`config.mk`:
```
export PLATFORM = sky130hd
export DESIGN_NAME = branch_resolve_unit
export DESIGN_NICKNAME = d
export VERILOG_FILES = /design/src/rtl/branch_resolve_unit.sv
export SDC_FILE = /design/constraint.sdc
export NUM_CORES = 2
export LEC_CHECK = 0
export ABC_CLOCK_PERIOD_IN_PS = 6700
export BUFFER_PORTS_ARGS = -buffer_cell sky130_fd_sc_hd__buf_4
export CORE_MARGIN = 2
export CORE_UTILIZATION = 45
export CTS_CLUSTER_DIAMETER = 60
export DETAILED_ROUTE_END_ITERATION = 7
export SETUP_SLACK_MARGIN = 0.4
export SLEW_MARGIN = 10
export SYNTH_ARGS = -nofsm -noshare
export SYNTH_HDL_FRONTEND = slang
export SYNTH_SLANG_ARGS = --single-unit
```
`constraint.sdc`:
```
create_clock -name clk -period 6.7 [get_ports clk]
set_clock_uncertainty 0.1 [all_clocks]
set_input_delay 1.34 -clock clk [delete_from_list [all_inputs] [get_ports clk]]
set_output_delay 1.34 -clock clk [all_outputs]
set_load 0.02 [all_outputs]
```
`src/rtl/branch_resolve_unit.sv`:
```
// Branch resolve unit: carries the fetch-side BTB prediction through D and E,
// checks it against the real outcome in E, and updates the BTB, BHT and statistics.
module branch_resolve_unit #(
  parameter int PC_W  = 32,
  parameter int IDX_W = 8
) (
  input  logic            clk,
  input  logic            rst_n,
  input  logic [PC_W-1:0] pc_F,
  input  logic            btb_hit_F,
  input  logic [PC_W-1:0] btb_target_F,
  input  logic            stall_D,
  input  logic            bubble_E,
  input  logic [PC_W-1:0] pc_E,
  input  logic            branch_E,
  input  logic            jump_E,
  input  logic            taken_E,
  input  logic [PC_W-1:0] target_E,
  output logic            pred_taken_F,
  output logic [PC_W-1:0] next_pc_F,
  output logic            redirect,
  output logic [PC_W-1:0] redirect_pc,
  output logic            btb_wr_en,
  output logic [PC_W-1:0] btb_wr_pc,
  output logic [PC_W-1:0] btb_wr_target,
  output logic [31:0]     branch_cnt,
  output logic [31:0]     mispred_cnt
);

  localparam int BHT_N = 1 << IDX_W;

  logic [1:0]      bht_q [BHT_N];
  logic            vD_q, ptD_q, vE_q, ptE_q;
  logic [PC_W-1:0] tgtD_q, tgtE_q;
  logic [31:0]     branchCnt_q, branchCnt_d, mispredCnt_q, mispredCnt_d;

  logic [IDX_W-1:0] idxF, idxE;
  logic             actual, mis, resolveUpd;
  logic [1:0]       bhtOld, bhtNew;

  assign idxF = pc_F[IDX_W+1:2];
  assign idxE = pc_E[IDX_W+1:2];

  // F reads the registered BHT only, so an update in the same cycle is not bypassed.
  assign pred_taken_F = btb_hit_F & bht_q[idxF][1];
  assign next_pc_F    = pred_taken_F ? btb_target_F : pc_F + PC_W'(4);

  always_comb begin
    actual = jump_E | (branch_E & taken_E);
    mis    = (actual != ptE_q) | (actual & ptE_q & (target_E != tgtE_q));
  end

  assign resolveUpd    = vE_q & (branch_E | jump_E);
  assign redirect      = vE_q & mis;
  assign redirect_pc   = vE_q ? (actual ? target_E : pc_E + PC_W'(4)) : '0;
  assign btb_wr_en     = vE_q & actual;
  assign btb_wr_pc     = vE_q ? pc_E : '0;
  assign btb_wr_target = vE_q ? target_E : '0;

  always_ff @(posedge clk or negedge rst_n) begin
    if (!rst_n) begin
      vD_q   <= 1'b0;
      ptD_q  <= 1'b0;
      tgtD_q <= '0;
    end else if (redirect) begin
      vD_q <= 1'b0;
    end else if (!stall_D) begin
      vD_q   <= 1'b1;
      ptD_q  <= pred_taken_F;
      tgtD_q <= btb_target_F;
    end
  end

  always_ff @(posedge clk or negedge rst_n) begin
    if (!rst_n) begin
      vE_q   <= 1'b0;
      ptE_q  <= 1'b0;
      tgtE_q <= '0;
    end else if (redirect || bubble_E) begin
      vE_q   <= 1'b0;
      ptE_q  <= 1'b0;
      tgtE_q <= '0;
    end else begin
      vE_q   <= vD_q;
      ptE_q  <= ptD_q;
      tgtE_q <= tgtD_q;
    end
  end

  // Jumps are always taken, so their entry goes straight to strongly taken.
  assign bhtOld = bht_q[idxE];
  always_comb begin
    bhtNew = bhtOld;
    if (jump_E) begin
      bhtNew = 2'b11;
    end else if (actual) begin
      if (bhtOld != 2'b11) bhtNew = bhtOld + 2'd1;
    end else if (bhtOld != 2'b00) begin
      bhtNew = bhtOld - 2'd1;
    end
  end

  always_ff @(posedge clk or negedge rst_n) begin
    if (!rst_n) begin
      for (int i = 0; i < BHT_N; i++) bht_q[i] <= 2'b01;
    end else if (resolveUpd) begin
      bht_q[idxE] <= bhtNew;
    end
  end

  always_comb begin
    branchCnt_d  = branchCnt_q;
    mispredCnt_d = mispredCnt_q;
    if (resolveUpd && branchCnt_q != 32'hFFFF_FFFF) branchCnt_d = branchCnt_q + 32'd1;
    if (redirect && mispredCnt_q != 32'hFFFF_FFFF) mispredCnt_d = mispredCnt_q + 32'd1;
  end

  always_ff @(posedge clk or negedge rst_n) begin
    if (!rst_n) begin
      branchCnt_q  <= '0;
      mispredCnt_q <= '0;
    end else begin
      branchCnt_q  <= branchCnt_d;
      mispredCnt_q <= mispredCnt_d;
    end
  end

  assign branch_cnt  = branchCnt_q;
  assign mispred_cnt = mispredCnt_q;

endmodule

```
==> results.md <==
Run status:
- The flow ran to the end, and the final reports show no timing, DRC or antenna violations.

Synthesis:
- In this run the mean area of a mapped cell was around 11 um2.
- After technology mapping, the gate count stands at 3312.
- In the post-synthesis netlist, the biggest area contributors are dfrtp_1 (27%), dfstp_2 (19%), mux4_2 (11%).
- The count of flip-flops with a built-in enable after synthesis is 0.
- The post-synthesis instance area is approximately 36000 um2.
- Counting every net in the synthesized netlist gives 3456.
- The cell taking the most area after synthesis is dfrtp_1.
- The most common cell in the synthesized netlist is nand2_1.
- The yosys synthesis warning count is 0.
- The commonest register cell after synthesis is dfrtp_1.
- The commonest cells after synthesis are nand2_1 (846), dfrtp_1 (388), dfstp_2 (256), o31ai_2 (240), o21ai_1 (193).
- In this run, distinct cell masters in the synthesized netlist total roughly 70.
- Sequential elements use between 40% and 50% of the synthesized area.
- The total of flip-flops plus latches after synthesis is around 640.
- The synthesized design devotes to its leading area cell type 27.0% of total area.
- The post-synthesis async set-or-reset flop share is 100%.

Timing:
- The count of endpoints failing setup in the final report is 0.
- The clock period could shrink to about 6300 ps.
- The max-slew violation total from the final report was 0.
- Setup repair after global routing left no endpoint under its margin.
- Derived from the worst setup path, the maximum achievable clock frequency is 0.160 GHz.
- Summed over all failing endpoints, the final setup total negative slack is 0 ps.
- The transition time of the tightest slew-check pin is between 1000 and 1500 ps.
- The hold violation count in the final report is 0.
- Dividing the final minimum period by the clock period gives between 90% and 100%.
- Measured against its own limit, the worst slew margin works out to 15.7%.
- The worst setup margin is around 430 ps.

Drt:
- After detailed routing, the number of remaining DRC violations is 0.
- The average detailed-routed wire length per instance is 25.4 um.
- The number of violations reported at the end of detailed-routing iteration 0 is between 2000 and 2500.
- The first TritonRoute pass finished after 5 iterations.
- The ratio of routed vias to standard cells is just under 6.
- After detailed routing, the total wire length is between 100000 and 150000 um.
- The remaining number of nets flagged by the antenna check after routing is 0.
- The routed layout has between 20000 and 30000 vias.

GRT:
- The total overflow left after global routing is 0.
- The via count of the first global-routing pass came to 26800.
- Entering global routing, the biggest net connects about 160 pins.
- The wire length of the first global-routing pass is roughly 180000 um.
- The global-route total usage across every layer is between 20 and 30%.
- The initial antenna violation count is 3.

Clock tree:
- For the worst-skew pair, the clock arrives at the later sink with an insertion delay of approximately 640 ps.
- The CTS tree is built.
- The number of hold buffers added after CTS was 0.
- The number of setup buffers added after CTS is 0.
- Buffers inserted during clock tree synthesis total 75.
- The number of gates resized after cts is 0.
- The clock sink total is between 600 and 700.
- CTS placed an instance of clkbuf_16 at the clock tree root.
- The H-tree was split into 3 levels.
- The number of buffers on the longest clock path is 3.
- After clock tree synthesis, the clock-pin slew on the worst setup and hold paths is around 60 ps.

Placement:
- The final RePlAce weighted congestion is a little under 0.9.
- The cell area after placement is between 30000 and 40000 um2.
- The count of buffers from port buffering is 330.
- Before CTS, the worst setup slack after placement is about 530 ps.
- The HPWL after detailed placement is 78900 um.

Layout:
- The share of the core filled with cells in the final layout is a little over half.
- The post-route cell area is ~42000 um2.
- The number of nets in the finished design is approximately 3700.
- Relative to the synthesized area, the layout overhead comes to 17.2%.
- The share of cells above drive strength 1 is between 30% and 40%.
- The multi-input combinational cell area is between 15000 and 20000 um2.
- The register cell area after layout is around 16000 um2.
- Fill cells in the final layout number around 7000.

Power:
- The worst-case IR drop observed on VDD is 0.176 mV.
- In this run the power density over the cells is between 200 and 250 nW/um2.
- The leakage power is 17.0 nW.
- The design draws 10.4 mW.

Floorplanning:
- The initial core utilization is around 45%.
- The area of the die is 82100 um2.
- The area inside the core boundary is slightly below 80000 um2.
- The die is roughly 290 um wide.
- The initialized floorplan defines around 100 standard-cell rows.
- The I/O pin count is ~330.
- The floorplan die height is roughly 290 um.

Setup path:
- The startpoint class of the critical path is a primary input.
- The worst setup slack for register-to-register paths is 2620 ps.
- For the worst setup path, the data arrival time is just under 5000 ps.
- The maximum cell stage delay along the critical path is 880 ps.
- The cell at the slowest stage of the critical path is a22o_2.
- Walking the worst path, the cells encountered are buf_4 > buf_12 > mux4_2 > mux2i_1 > a211oi_1 > a21oi_1 > a22oi_1 > a22o_2 > mux2_2 > buf_4.
- The peak fanout along the critical path is 39.
- STA classifies the critical path endpoint as a primary output.
- The cell repeated most along the worst path is buf_4.
- For the worst setup path, the data required time is 5260 ps.
- The worst setup path is of the primary input to primary output kind.

Worst hold path:
- The worst hold-check path type is flop to flop.

Flow run:
- The max capacitance violation total is 0.
[layer usage]
| layer | share of wire, % | GRT usage [%] | vias up |
|---|---|---|---|
| met1 | 42 | 39.3 | 13600 |
| met3 | 7.1 | 5.53 | 233 |
| li1 | - | - | 12400 |
| met5 | 0.019 | 0 | - |
| met4 | 3.8 | 10.4 | 4 |
| met2 | 47 | 45.7 | 1008 |
[flip-flops by register name, summed over array words and instances (netlist names)]
name / flops
branch_cnt: 32
vD_q: 1
ptE_q: 1
mispred_cnt: 32
tgtD_q: 32
tgtE_q: 32
bht_q: 512
vE_q: 1
ptD_q: 1
[power by group]
| group | switching [mW] | internal [mW] |
|---|---|---|
| combinational | 1.05 | 0.633 |
| sequential | 0.148 | 4.15 |
| clock | 1.75 | 2.63 |
| total | 2.95 | 7.41 |
[logic make-up (layout without fill, tap and decap cells)]
logic type,after synthesis,count (layout),synth area share (%)
AND/OR/NAND/NOR,1265,1265,15.6
AO/OA/AOI/OAI,673,673,15.7
buffers and inverters,274,577,4.05
flip-flops,644,644,45.8
multiplexers,302,302,15.0
other,0,1,0
XOR/XNOR,146,146,3.56
adder cells (fa/ha/maj),8,8,0.279
[metrics by stage]
stage | hold WS, ps | instances
3_3_place_gp | 354 | 4525
5_1_grt | 384 | 4666
4_1_cts | 369 | 4665
3_5_place_dp | 361 | 4525
6_report | 365 | 4666
2_1_floorplan | 349 | 3312
[cell type report]
class	instances	area share (%)
Multi-Input combinational cell	2394	43.1
Timing Repair Buffer	417	8.19
Antenna cell	1	0.00594
Clock inverter	27	1.02
Clock buffer	113	5.30
Sequential cell	644	39.0
Tap cell	1050	3.12
Inverter	20	0.178
[layout by cell type (no fill, tap or decap), types with 8 or more instances in the layout]
cell type / synthesis / routed
bufinv_16: 0 / 8
a211oi_1: 35 / 35
a21oi_1: 19 / 18
o31ai_1: 18 / 18
mux4_2: 181 / 181
and3_1: 31 / 23
clkbuf_8: 0 / 21
o21ai_0: 73 / 73
inv_1: 16 / 16
nor2_1: 83 / 80
clkinv_2: 0 / 8
xnor2_1: 81 / 81
clkbuf_1: 119 / 17
a22oi_1: 28 / 28
and3_2: 0 / 8
mux2i_1: 37 / 37
nor2b_1: 20 / 19
buf_12: 0 / 24
dfstp_2: 256 / 256
and4_1: 12 / 12
nand4_1: 33 / 33
clkbuf_16: 0 / 75
and2_1: 100 / 97
o21ai_1: 193 / 193
nand2_1: 846 / 846
mux2_2: 84 / 84
xor2_1: 65 / 65
nor3_1: 18 / 17
buf_4: 21 / 391
nor4_1: 16 / 15
nand3_1: 65 / 65
dfrtp_1: 388 / 387
ha_1: 8 / 8
o31ai_2: 240 / 240
[final timing paths]
check,from,to,cells after the start
setup / recovery,pc_F[2],next_pc_F[19],10
hold / removal,bht_q[438],bht_q[438],2
setup reg to reg,bht_q[449],bht_q[74],9
hold reg to reg,bht_q[438],bht_q[438],2
max in group asynchronous,rst_n,branch_cnt[31],2
min in group asynchronous,rst_n,bht_q[391],1
[worst max-delay path: cells and delay by family]
family	cells	cell delay, ps
buffers and inverters	3	650
muxes	3	800
AOI/OAI and AO/OA	4	1920
Power figures use the tool's default switching activity.
